===== config.mk =====
export PLATFORM = sky130hd
export DESIGN_NAME = mem_port_arbiter
export DESIGN_NICKNAME = d
export VERILOG_FILES = /design/src/rtl/mem_port_arbiter.sv
export SDC_FILE = /design/constraint.sdc
export NUM_CORES = 1
export LEC_CHECK = 0
export BUFFER_PORTS_ARGS = -buffer_cell sky130_fd_sc_hd__buf_2
export CAP_MARGIN = 20
export CORE_MARGIN = 5
export CORE_UTILIZATION = 50
export DETAILED_ROUTE_END_ITERATION = 8
export GPL_TIMING_DRIVEN = 0
export PLACE_DENSITY = 0.9
export SYNTH_ARGS = -nofsm -noshare
export SYNTH_HDL_FRONTEND = slang
export SYNTH_SLANG_ARGS = --single-unit

===== constraint.sdc =====
create_clock -name clk -period 3.6 [get_ports clk]
set_input_delay 0.72 -clock clk [delete_from_list [all_inputs] [get_ports clk]]
set_output_delay 0.72 -clock clk [all_outputs]
set_load 0.05 [all_outputs]

===== src/rtl/mem_port_arbiter.sv =====
// mem_port_arbiter: shares one memory port between IF and D with a BUSY watchdog; ARB_ROUND_ROBIN_EN makes ties alternate
module mem_port_arbiter #(
  parameter int DATA_WIDTH     = 32,
  parameter int TIMEOUT_CYCLES = 64,
  parameter int CNT_WIDTH      = 8
) (
  input  logic                  clk,
  input  logic                  rst,
  input  logic                  if_req,
  input  logic [DATA_WIDTH-1:0] if_addr,
  output logic [DATA_WIDTH-1:0] if_rdata,
  output logic                  if_ready,
  output logic                  if_err,
  input  logic                  d_req,
  input  logic                  d_we,
  input  logic [DATA_WIDTH-1:0] d_addr,
  input  logic [DATA_WIDTH-1:0] d_wdata,
  input  logic [1:0]            d_size,
  input  logic                  d_sign,
  output logic [DATA_WIDTH-1:0] d_rdata,
  output logic                  d_ready,
  output logic                  d_err,
  output logic                  mem_req,
  output logic                  mem_we,
  output logic [DATA_WIDTH-1:0] mem_addr,
  output logic [DATA_WIDTH-1:0] mem_wdata,
  output logic [1:0]            mem_size,
  output logic                  mem_sign,
  input  logic [DATA_WIDTH-1:0] mem_rdata,
  input  logic                  mem_ready
);
  typedef enum logic [1:0] {IDLE, BUSY, DONE} state_t;
  localparam logic [1:0] MEM_SIZE_W = 2'd2;
  state_t state_q, state_d;
  logic owner_q, owner_d;
  logic [CNT_WIDTH-1:0] cnt_q, cnt_d;
  logic we_q, we_d, sign_q, sign_d, err_q, err_d;
  logic [1:0] size_q, size_d;
  logic [DATA_WIDTH-1:0] addr_q, addr_d, wdata_q, wdata_d;
  logic [DATA_WIDTH-1:0] if_rdata_q, if_rdata_d, d_rdata_q, d_rdata_d;
  logic start, grant, timeout, finish, cap;
`ifdef ARB_ROUND_ROBIN_EN
  logic last_grant_q, last_grant_d;
`endif

  always_ff @(posedge clk) begin
    if (rst) begin
      state_q    <= IDLE;
      owner_q    <= 1'b0;
      cnt_q      <= '0;
      we_q       <= 1'b0;
      sign_q     <= 1'b0;
      err_q      <= 1'b0;
      size_q     <= '0;
      addr_q     <= '0;
      wdata_q    <= '0;
      if_rdata_q <= '0;
      d_rdata_q  <= '0;
`ifdef ARB_ROUND_ROBIN_EN
      last_grant_q <= 1'b0;
`endif
    end else begin
      state_q    <= state_d;
      owner_q    <= owner_d;
      cnt_q      <= cnt_d;
      we_q       <= we_d;
      sign_q     <= sign_d;
      err_q      <= err_d;
      size_q     <= size_d;
      addr_q     <= addr_d;
      wdata_q    <= wdata_d;
      if_rdata_q <= if_rdata_d;
      d_rdata_q  <= d_rdata_d;
`ifdef ARB_ROUND_ROBIN_EN
      last_grant_q <= last_grant_d;
`endif
    end
  end

  always_comb begin
    start   = (state_q == IDLE) && (if_req || d_req);
    timeout = (TIMEOUT_CYCLES != 0) && (cnt_q == CNT_WIDTH'(TIMEOUT_CYCLES - 1));
    finish  = (state_q == BUSY) && (mem_ready || timeout);
    state_d = state_q == IDLE ? (start ? BUSY : IDLE) :
              state_q == BUSY ? (finish ? DONE : BUSY) : IDLE;
  end

  always_comb begin
`ifdef ARB_ROUND_ROBIN_EN
    grant        = d_req && !(if_req && last_grant_q);
    last_grant_d = start ? grant : last_grant_q;
`else
    grant        = d_req;
`endif
    owner_d    = start ? grant : owner_q;
    addr_d     = start ? (grant ? d_addr : if_addr) : addr_q;
    wdata_d    = start ? (grant ? d_wdata : '0) : wdata_q;
    size_d     = start ? (grant ? d_size : MEM_SIZE_W) : size_q;
    sign_d     = start ? (grant ? d_sign : 1'b1) : sign_q;
    we_d       = start ? (grant && d_we) : (finish ? 1'b0 : we_q);
    cnt_d      = state_q == BUSY ? cnt_q + 1'b1 : '0;
    err_d      = state_q == BUSY ? (timeout && !mem_ready) : (state_q == DONE ? 1'b0 : err_q);
    cap        = (state_q == BUSY) && mem_ready && !we_q;
    if_rdata_d = cap && !owner_q ? mem_rdata : if_rdata_q;
    d_rdata_d  = cap && owner_q ? mem_rdata : d_rdata_q;
  end

  always_comb begin
    mem_req   = state_q == BUSY;
    mem_we    = we_q;
    mem_addr  = addr_q;
    mem_wdata = wdata_q;
    mem_size  = size_q;
    mem_sign  = sign_q;
    if_ready  = (state_q == DONE) && !owner_q;
    d_ready   = (state_q == DONE) && owner_q;
    if_err    = if_ready && err_q;
    d_err     = d_ready && err_q;
    if_rdata  = if_rdata_q;
    d_rdata   = d_rdata_q;
  end
endmodule

# After elaboration in Yosys (flattened, before gate mapping)
# Cells that the tools add are included.
# totals
input_bits	137
word_cells	49
out_inout_bits	137
reg_bits	144
# op_classes
n_eq_ne	3
n_reduce_logical	21
add_sub_neg	1
n_mux	12
bitwise_logic	1
# ops
cell	count
$mux 32	2
$logic_and 1x1->1	12
$add 8x1->8 const B	1
$eq 8x6->1 const B	1
$mux 2	4
$mux 1	6
$reduce_bool 2->1	2
$logic_not 1->1	3
$eq 2x1->1 const B	1
$eq 2x2->1 const B	1
$logic_not 2->1	1
$logic_or 1x1->1	2
$reduce_or 2->1	1
$not 1->1	1

# Longest topological paths before layout
# depth
depth_word	6
ltp_mapped	7
mapped_depth_nobuf	5

# Least setup slack after synthesis
# Ideal clock, no wire load.
# synth_timing
path_type	register to output
from	register state_q[0]
to	output if_err
required_time_ns	2.880
arrival_ns	1.799
stages_incl_launch_ff	5
path_slack_ns	1.081
n_path_buf	0
cell_sequence	dfxtp_1 -> inv_1 -> ha_1 -> nor2b_1 -> and2_1
# synth_between
elab_chain_len	3
# synth_lines
element	line_no	source
start, declared	34	state_t state_q, state_d;
start signal, assigned	63	state_q <= state_d;
$eq 2x2->1	115	if_ready = (state_q == DONE) && !owner_q;
$logic_and 1x1->1	115	
net if_ready	12	output logic if_ready,
$logic_and 1x1->1	117	if_err = if_ready && err_q;
end, declared	13	output logic if_err,
# The timed path passes the listed nets, and every way through them passes these cells.

# Worst setup path after layout
# layout_timing
from	register state_q[0]
to	output if_err
# layout_between
elab_chain_len	3
# layout_lines
element	line_no
$eq 2x2->1	115
$logic_and 1x1->1	115
$logic_and 1x1->1	117
# Every way passes these cells.

==> metrics.txt <==
Max-Cap Viols 0; setup_tns 0 ns; Yosys top cell area share between 50% and 60%; Mapped Avg Cell Area about 8.7 um2; die area roughly 0.013 mm2; Post-CTS Hold Fix Bufs 0; final worst slack 1.32 ns; Die Y around 120 um; sequential share of power approximately 40%; Hold Worst Slack around 0.45 ns; Nets 1077; via/cell ratio about 5.2; Fillers 888; Synth area leader dfxtp_1; hold crit path type reg -> reg; vias around 5700; vias in the first global route between 5000 and 6000; area occupied by multi-input gates between 0.002 and 0.0025 mm2; Cells after DPL roughly 1100; Slew headroom between 50% and 60%; Synth area leaders dfxtp_1, nand2_1, a21oi_1; crit start category flop; hpwl dp 13.4 mm; Sink Count roughly 140; Mapped Cells around 650; WL per Instance ~16 um; Yosys cell types 37; Routed Antenna Nets 0; buffers added on ports between 200 and 300; most common cell after layout, fill and taps aside buf_2; core area roughly 0.011 mm2; Comb pwr share slightly below 20%; Seq/Total Area, Yosys between 50% and 60%; CP Data Required Time about 2.9 ns; area grow syn2layout 37.5%; Seq cells post-synth approximately 140; row count 38; P_sw 1.36 mW; Clock Tree Buf Depth 2; I/O pin cnt about 270; drt first pass iters 5; minimum clock period between 2 and 2.5 ns; layout cell share with drive strength beyond 1 around 38%; unrepaired setup endpoints after global routing no; P_leak 3.60 nW; Setup violations, final 0; die width 116 um; Mapped Nets roughly 800; total wire length ~17 mm; TritonCTS clock tree yes; Placer Congestion around 0.94; yosys warns 0; grt ovf 0; P_int approximately 3 mW; Syn Std Cell Area roughly 0.0056 mm2; worst slew pin tran 0.683 ns; final core occ between 70% and 80%; Clk Latency, worst-skew pair around 0.40 ns; final hold vios 0; status completed; switching share of power 31.9%; final cell count without fillers 1089; post-CTS setup repair buffer count 0; power consumption between 4 and 5 mW; Crit Path Max Fanout 3; Worst Path Arrival 1.56 ns; PD cells 553 mW/mm2; Max H-tree Level 4; GRT Util Overall between 20% and 30%; Max Freq between 400 and 500 MHz; Design Area, Final about 0.0077 mm2; largest net degree at the start of global routing 17; Clock transition at path regs ~0.060 ns; Clk pwr share between 40% and 50%; Antenna diodes 0; Setup crit end kind output port; DR iter-0 viols between 400 and 500; post-place setup slack 1.56 ns; commonest cells after routing, fill and taps aside buf_2, nand2_1, dfxtp_1, a21oi_1, nor2_1; VDD IR max 300 uV; first-pass GRT wire length between 20 and 30 mm; Final Skew roughly 0.010 ns; FF+latch area 0.00288 mm2; CTS buffer count 17; Initial Util about 50%; initial antenna violation count 1; Final period util between 60% and 70%; Post-DP Area 0.00716 mm2; drc violations 0; CTS root buf clkbuf_16; CP Class reg -> out; CTS resizes 0; Max Transition Viols Final 0
## Yosys cell counts (all sizes together)
master / number
a211oi: 32
a21boi: 1
a21oi: 102
a311oi: 1
a41o: 1
and2: 2
and3: 2
and3b: 1
and4b: 1
and4bb: 1
buf: 35
clkbuf: 18
dfxtp: 144
ha: 4
inv: 4
mux2i: 32
nand2: 164
nand2b: 2
nand3: 37
nand3b: 2
nand4: 1
nand4b: 2
nand4bb: 1
nor2: 40
nor2b: 1
nor3b: 1
o21a: 1
o21ai: 6
o32ai: 1
or3: 3
xnor2: 2
xor2: 1
## sequential cells by signal, indices dropped and copies added (netlist names)
register   count
mem_wdata     32
mem_sign       1
state_q        2
owner_q        1
mem_we         1
cnt_q          8
d_rdata       32
err_q          1
mem_addr      32
mem_size       2
if_rdata      32
## path summary, 6_finish.rpt
kind	slack, ns	depth (start not counted)	end	start
max	1.32	5	if_err	state_q[0]
min	0.45	2	mem_wdata[26]	mem_wdata[26]
max reg2reg	1.92	6	d_rdata[3]	state_q[1]
min reg2reg	0.45	2	mem_wdata[26]	mem_wdata[26]
## metal layers
layer | GRT usage, % | routed length, um | part of all wire (%) | vias up
met4 | 10.1 | 493 | 2.8 | 2
met3 | 5.80 | 1200 | 6.9 | 39
met1 | 31.4 | 7140 | 41 | 2666
met2 | 42.1 | 8630 | 49 | 216
li1 | - | - | - | 2775
met5 | 0 | 20 | 0.11 | -
## critical path, stage by stage (launching register included)
cell	delay, ns
dfxtp_1	0.31
inv_1	0.08
ha_1	0.20
nor2b_1	0.18
and2_1	0.14
buf_2	0.26
## layout make-up
cell class                      instances  share of cell area (%)
Clock inverter                         14                    1.83
Clock buffer                           18                    5.68
Inverter                                4                   0.194
Sequential cell                       144                    37.3
Buffer                                 53                    3.77
Multi-Input combinational cell        445                    31.5
Timing Repair Buffer                  271                    17.5
Tap cell                              140                    2.26
## cells by family (layout without fill, tap and decap cells)
| kind of cell | after synthesis | after routing | share of synthesized area [%] |
|---|---|---|---|
| compound gates | 145 | 145 | 16.7 |
| xor+xnor | 3 | 3 | 0.467 |
| fa+ha+maj | 4 | 4 | 0.890 |
| buf+inv | 57 | 360 | 5.45 |
| flops | 144 | 144 | 51.2 |
| mux | 32 | 32 | 5.69 |
| simple gates | 261 | 261 | 19.6 |
## power by group through the flow
stage / clock network (mW) / registers, mW / logic [mW]
final: 1.72 / 1.73 / 0.830
after global routing: 1.82 / 1.74 / 0.885
after CTS: 1.74 / 1.73 / 0.830
after detailed placement: 0 / 1.76 / 0.828
after global placement: 0 / 1.76 / 0.815
after floorplan: 0 / 2.06 / 0.279
(Power assumes the default switching activity.)
